**config.mk**
```make
export PLATFORM = sky130hd
export DESIGN_NAME = icache_dm
export DESIGN_NICKNAME = d
export VERILOG_FILES = /design/src/rtl/icache_dm.sv
export SDC_FILE = /design/constraint.sdc
export NUM_CORES = 2
export LEC_CHECK = 0
export BUFFER_PORTS_ARGS = -buffer_cell sky130_fd_sc_hd__buf_2
export CORE_ASPECT_RATIO = 0.75
export CORE_MARGIN = 4
export CORE_UTILIZATION = 53
export CTS_CLUSTER_SIZE = 30
export DETAILED_ROUTE_END_ITERATION = 12
export GPL_TIMING_DRIVEN = 0
export PLACE_DENSITY = 0.69
export SETUP_SLACK_MARGIN = 0.2
export SKIP_LAST_GASP = 1
export SLEW_MARGIN = 20
export SYNTH_ARGS = -nofsm -noshare
export SYNTH_HDL_FRONTEND = slang
export SYNTH_MEMORY_MAX_BITS = 65536
export SYNTH_SLANG_ARGS = --single-unit
```
**constraint.sdc**
```tcl
create_clock -name clk -period 32.8 [get_ports clk]
set_input_delay 1.64 -clock clk [delete_from_list [all_inputs] [get_ports clk]]
set_output_delay 1.64 -clock clk [all_outputs]
set_load 0.1 [all_outputs]
```
**src/rtl/icache_dm.sv**
```systemverilog
// rtl/icache_dm.sv - direct-mapped instruction cache with 8-word lines
// Optional hit/miss statistics counters enabled by ICACHE_STATS_EN.
module icache_dm #(
    parameter int NUM_LINES = 16,
    parameter int MISS_LAT  = 4
) (
    input  logic        clk,
    input  logic        rst_n,
    input  logic        req,
    input  logic [31:0] pc,
    input  logic        flush,
    output logic [31:0] instr,
    output logic        ready,
    output logic        stall,
    output logic [31:0] mem_addr,
    input  logic [31:0] mem_w0,
    input  logic [31:0] mem_w1,
    input  logic [31:0] mem_w2,
    input  logic [31:0] mem_w3,
    input  logic [31:0] mem_w4,
    input  logic [31:0] mem_w5,
    input  logic [31:0] mem_w6,
    input  logic [31:0] mem_w7
`ifdef ICACHE_STATS_EN
    ,
    output logic [31:0] hit_cnt,
    output logic [31:0] miss_cnt
`endif
);

    localparam int IDX_BITS = $clog2(NUM_LINES);
    localparam int TAG_BITS = 27 - IDX_BITS;
    localparam int CNT_BITS = $clog2(MISS_LAT + 1);

    localparam logic [1:0] S_IDLE = 2'd0;
    localparam logic [1:0] S_WAIT = 2'd1;
    localparam logic [1:0] S_FILL = 2'd2;

    logic [1:0]          state;
    logic [CNT_BITS-1:0] wait_cnt;
    logic [31:0]         miss_addr;
    logic [NUM_LINES-1:0] valid;
    logic [TAG_BITS-1:0] tag_mem  [NUM_LINES];
    logic [31:0]         data_mem [NUM_LINES][8];
    logic [31:0]         line_words [8];

    logic [IDX_BITS-1:0] pc_idx;
    logic [TAG_BITS-1:0] pc_tag;
    logic [2:0]          pc_off;
    logic [IDX_BITS-1:0] miss_idx;
    logic [TAG_BITS-1:0] miss_tag;
    logic                hit;
    logic                unused_pc_bits;

    assign pc_off         = pc[4:2];
    assign pc_idx         = pc[4+IDX_BITS:5];
    assign pc_tag         = pc[31:5+IDX_BITS];
    assign miss_idx       = miss_addr[4+IDX_BITS:5];
    assign miss_tag       = miss_addr[31:5+IDX_BITS];
    assign unused_pc_bits = ^pc[1:0];

    assign hit = req & valid[pc_idx] & (tag_mem[pc_idx] == pc_tag);

    assign line_words[0] = mem_w0;
    assign line_words[1] = mem_w1;
    assign line_words[2] = mem_w2;
    assign line_words[3] = mem_w3;
    assign line_words[4] = mem_w4;
    assign line_words[5] = mem_w5;
    assign line_words[6] = mem_w6;
    assign line_words[7] = mem_w7;

    always_ff @(posedge clk or negedge rst_n) begin
        if (!rst_n) begin
            state     <= S_IDLE;
            wait_cnt  <= '0;
            miss_addr <= '0;
            valid     <= '0;
        end else begin
            case (state)
                S_IDLE: begin
                    if (req && !hit) begin
                        miss_addr <= {pc[31:5], 5'b0};
                        wait_cnt  <= '0;
                        state     <= S_WAIT;
                    end
                end
                S_WAIT: begin
                    if (flush) begin
                        state    <= S_IDLE;
                        wait_cnt <= '0;
                    end else if (wait_cnt == CNT_BITS'(MISS_LAT - 1)) begin
                        state <= S_FILL;
                    end else begin
                        wait_cnt <= wait_cnt + CNT_BITS'(1);
                    end
                end
                S_FILL: begin
                    state    <= S_IDLE;
                    wait_cnt <= '0;
                    if (!flush) begin
                        valid[miss_idx] <= 1'b1;
                    end
                end
                default: begin
                    state    <= S_IDLE;
                    wait_cnt <= '0;
                end
            endcase
            // Flush is last so it overrides a same-edge fill of the valid bit.
            if (flush) begin
                valid <= '0;
            end
        end
    end

    // Tag and data arrays carry no reset; the valid bits qualify them.
    always_ff @(posedge clk) begin
        if (state == S_FILL && !flush) begin
            tag_mem[miss_idx] <= miss_tag;
            for (int w = 0; w < 8; w++) begin
                data_mem[miss_idx][w] <= line_words[w];
            end
        end
    end

    always_comb begin
        instr    = '0;
        ready    = 1'b0;
        stall    = 1'b0;
        mem_addr = '0;
        if (rst_n) begin
            case (state)
                S_IDLE: begin
                    mem_addr = {pc[31:5], 5'b0};
                    if (hit) begin
                        ready = 1'b1;
                        instr = data_mem[pc_idx][pc_off];
                    end else if (req) begin
                        stall = 1'b1;
                    end
                end
                S_WAIT, S_FILL: begin
                    stall    = 1'b1;
                    mem_addr = miss_addr;
                end
                default: begin
                    stall = 1'b0;
                end
            endcase
        end
    end

`ifdef ICACHE_STATS_EN
    always_ff @(posedge clk or negedge rst_n) begin
        if (!rst_n) begin
            hit_cnt  <= '0;
            miss_cnt <= '0;
        end else if (state == S_IDLE) begin
            if (hit) begin
                hit_cnt <= hit_cnt + 32'd1;
            end else if (req) begin
                miss_cnt <= miss_cnt + 32'd1;
            end
        end
    end
`endif

endmodule

```
; ---- After elaboration in Yosys (flattened, before gate mapping)
; Memory sizes are Yosys's and may differ from the RTL's.
; Index checks and enable logic that the tools add are counted.
[classes]
n_mux = 31
n_mul = 0
order_cmp = 4
shift = 0
reduce_logical = 11
eq_ne = 7
div = 0
bitwise = 4
addsub = 1
[ops]
columns = op, count
row1 = 2-to-1 mux 32 bit, 6
row2 = binary-select mux 32 bit (select 3 bit), 1
row3 = case mux 32 bit (2 select lines), 1
row4 = 2-to-1 mux 16 bit, 2
row5 = equality test 23 bit, 1
row6 = OR 16 bit, 1
row7 = "less-than comparator 4 x 5 -> 1 bit, second input constant", 2
row8 = 2-to-1 mux 1 bit, 10
row9 = 2-to-1 mux 3 bit, 3
row10 = 2-to-1 mux 2 bit, 3
row11 = "inequality test 3 bit, second input constant", 2
row12 = case mux 3 bit (2 select lines), 1
row13 = AND reduction 2 bit, 3
row14 = binary-select mux 1 bit (select 4 bit), 1
row15 = demux 1 bit (select 4 bit), 1
row16 = "greater-or-equal comparator 4 x 1 -> 1 bit, second input constant", 1
row17 = "greater-or-equal comparator 4 bit, second input constant", 1
row18 = NOT 3 -> 4 bit, 1
row19 = case mux 2 bit (2 select lines), 1
row20 = "adder 3 x 1 -> 3 bit, second input constant", 1
row21 = "equality test 3 x 2 -> 1 bit, second input constant", 1
row22 = logical AND 1 bit, 3
row23 = bitwise AND 1 bit, 2
row24 = "equality test 2 x 1 -> 1 bit, second input constant", 1
row25 = other kinds (7), 8
[word_totals]
ramBits = 4464
wordCells = 64
memories = 2
latchBits = 0
romBits = 0
reg_bits = 48
output_inout_bits = 66
in_bits = 292
[mem_list]
columns = memory, depth, width, rd, rd_ports_with_merged_regs, write_ports, line_no
row1 = data_mem, 16, 256, 1, 0, 1, 44  ; logic [31:0] data_mem [NUM_LINES][8];
row2 = tag_mem, 16, 23, 1, 0, 1, 43  ; logic [TAG_BITS-1:0] tag_mem [NUM_LINES];

; ---- Logic depth before layout (Yosys ltp)
[logic_depth]
ltp_word = 8
depth_mapped = 15
depth_no_buf = 9

; ---- Least setup slack after synthesis
; No wires, ideal clock.
[synth_path]
path_type = input -> register
start = input flush
end = memory data_mem[0][0] (netlist name), enable pin
arrival_ns = 21.003
stages = 4
n_path_buf = 0
setup_time_ns = 1.263
setup_slack_ns = 10.534
t_required_ns = 31.537
path_cell_list = clkinv_1 nand2_1 or3_1 nor3_1
[synth_via]
elab_chain_len = 4
[synth_rtl]
columns = item, line_no
row1 = start: declaration, 11  ; input logic flush,
row2 = zero test 1 bit, 119  ; if (state == S_FILL && !flush) begin
row3 = logical AND 1 bit, 119
row4 = 2-to-1 mux 1 bit, 119
row5 = 2-to-1 mux 1 bit (implied by the code), 122  ; data_mem[miss_idx][w] <= line_words[w];
row6 = end: declaration, 44
; Every way passes these cells.

; ---- Worst setup path after layout
[layout_path]
start = input pc[6]
end = output instr[31]
[layout_via]
elab_chain_len = 7
word_cells_on_any_way = 13
classes_between = eq/ne: 1 / mux: 8 / bitwise: 2 / memory: 2
[layout_rtl]
columns = item, line_no
row1 = start: declaration, 10  ; input logic [31:0] pc,
row2 = memory (16 x 256 bit) or binary-select mux 1 bit (select 4 bit) (tied branches), -
row3 = binary-select mux 32 bit (select 3 bit) or 2-to-1 mux 1 bit (tied branches), "138, 62"
row4 = 2-to-1 mux 32 bit (implied by the code) or bitwise AND 1 bit (tied branches) (2 in a row), "138, 62"
row5 = 2-to-1 mux 32 bit *, 136  ; if (hit) begin
row6 = 2-to-1 mux 32 bit *, 133  ; case (state)
row7 = 2-to-1 mux 32 bit *, 132  ; if (rst_n) begin
row8 = end: declaration, 12  ; output logic [31:0] instr,
; Mark *: on every way between the ends. The rest lies on a longest branch, timed or not. The select of a mux whose other input is x is not followed.

==> metrics.yaml <==
status: "finished clean"
die-area_um2: 334000
dr.first_iter.drc_count: 14800
clk-insertion-delay-late_ns: 0.95
slew_headroom_pct: 18.3
crit_type: "in -> out"
dieHeight_um: 501
crit_path_start_kind: "input port"
crit_required_ns: 31.16
grt_first_pass_wirelength_mm: 660
antenna_found_initial: 197
gp_congestion: 0.837
slew_violations: 0
num_rows: 180
p_leak_nw: 63.4
cts.clk_slew.worst_paths_ns: 0.06
io_pins: 358
ant_nets: 0
fp.dieW_um: 666
worstHoldStart: "valid[6]"
portBuffers: 344
tns_ns: 0
ys_warn_count: 0
dp_hpwl_mm: 324
worst_slack_ns: 23.38
cts.repair.resized: 0
grt_usage_pct: 28.7
post-route-drc-count: 0
hold_path_class: "reg -> reg"
min_period_ns: 9.42
whs_ns: 0.482
synth-edff-count: 4464
areaGrowthSynthToFinish_pct: 16.1
detailedPlace.worstSlack_ns: 23.34
cts_num_sinks: 4512
post-route-period-util_pct: 28.7
fmax_mhz: 106
instances_no_fill: 12600
post-cts-setup-buffers: 0
ir_drop_uv: 42.9
end_kind: "primary output"
grt_remaining_overflow: 0
cts_tree: "built"
cts_htree_levels: 5
core_area_um2: 322000
cts_buffer_depth: 4
place_area_um2: 187000
fin_total_pwr_mw: 11.9
fin_util_pct: 62.0
start_util_pct: 53.5
drive_gt1_share_pct: 36.6
grt_pass1_vias: 81900
syn-instance-count: 6695
r2r-start: "state[0]"
postCtsHoldBufs: 0
drtPass1Iterations: 6
setup_viol: 0
yosysTopAreaCellShare_pct: 77.9
synthDistinctLibCells: 53
synth_area_per_cell_um2: 25.7
synthArstFlopShare_pct: 1.06
path_max_fanout: 10
synth_ff_type: "edfxtp_1"
finalNetCount: 8198
cts-root-buf: "clkbuf_16"
ys_seq_elements: 4512
syn_area_um2: 172000
ys_seq_area_share_pct: 78.6
wire_per_inst_um: 37.9
cts_buffers: 404
grt_start_max_net_pins: 51
num_vias: 83900
max-cap-violations: 0
rsz0062_at_grt: "no"
skew_ns: 0.0478
wl_mm: 478
critPathLaunch: "pc[6]"
worst_pin_slew_ns: 1.23
powerDensity_nw_per_um2: 59.8
synthTopCellsByArea: "edfxtp_1 78%, mux4_2 19%, dfrtp_1 0.70%"
arrival_ns: 7.78
drt-vias-per-instance: 6.66
synth_top_cell_by_area: "edfxtp_1"
final_cell_area_um2: 200000
dpl.cell_count: 11800
hold_viol: 0
==> critical path, cell delays in order <==
cell	delay, ns
buf_2	0.10
buf_4	0.19
buf_4	0.29
buf_2	0.42
buf_2	0.90
clkbuf_2	0.43
buf_16	0.21
buf_1	0.76
mux4_2	0.43
mux4_2	0.63
mux4_2	0.59
mux2i_1	0.70
nor2_1	0.08
buf_2	0.33
==> cells in the mapped netlist (all sizes together) (3+ instances only) <==
cell	number
nand2	15
mux4	1431
and2	3
clkbuf	178
a21oi	6
xor2	10
xnor2	18
o21ai	5
nor3	6
mux2	28
buf	180
dfrtp	48
a22o	4
nor2b	6
nand3	5
mux2i	92
nand4	8
nand2b	5
ha	6
inv	12
a22oi	41
a21o	16
nor2	80
edfxtp	4464
==> cells by family after synthesis <==
family / share of synthesized area [%]
AOI/OAI and AO/OA: 0.390
xor gates and xnor gates: 0.143
adders and majority gates: 0.0436
buffers and inverters: 0.981
DFF: 78.6
muxes: 19.5
other: 0.00218
and+or+nand+nor: 0.365
==> worst paths after layout <==
path / to / slack, ns / cells after the start
worst min-delay path: valid[6] / 0.48 / 1
worst min register to register: valid[6] / 0.48 / 1
min in group asynchronous: valid[5] / 0.78 / 1
worst max register to register: data_mem[1][114] / 27.97 / 19
max in group asynchronous: miss_addr[27] / 31.52 / 1
worst max-delay path: instr[31] / 23.38 / 14
==> cells in the final DEF (no fill, tap or decap), types with 10 or more instances in the layout <==
cell        instances
mux2i_1            92
buf_4             172
buf_2             469
mux4_2           1431
clkbuf_2           51
clkinv_1          109
dfrtp_1            48
edfxtp_1         4464
buf_6              56
xor2_1             10
a22oi_1            41
bufinv_16          39
buf_12            152
clkbuf_1          195
clkinvlp_4         24
clkbuf_16         408
clkinv_2           73
nor2_1             68
nor2_4             12
buf_16             93
inv_1              12
a21o_1             16
mux2_1             19
xnor2_1            18
buf_1              28
nand2_1            15
diode_2            99
==> routing by layer <==
metal	up-vias	wire length, µm	GRT usage (%)
met5	-	278	0
met4	48	17600	9.73
met3	855	67900	9.30
met2	6026	217000	41.9
met1	45000	175000	41.3
li1	32000	-	-
==> flip-flops by register name, summed over array words and instances (netlist names) <==
| signal | count |
|---|---|
| valid | 16 |
| tag_mem | 368 |
| wait_cnt | 3 |
| data_mem | 4096 |
| state | 2 |
| miss_addr | 27 |
==> report_power, final <==
group          total, mW  switching, mW  internal (mW)
Combinational      0.787          0.522          0.266
Sequential          6.50         0.0788           6.42
Clock               4.64           2.06           2.59
Total               11.9           2.66           9.27
==> final cells by class <==
class,count,area [µm²]
multi-input combinational,1816,35200
buffer,358,1710
sequential,4512,135000
clock inverter,258,2290
timing repair buffer,795,9060
tap,4277,5350
inverter,13,48.8
fill,20900,122000
clock buffer,475,10500
antenna,99,248
Note: power is estimated with default switching activity, not from simulation.
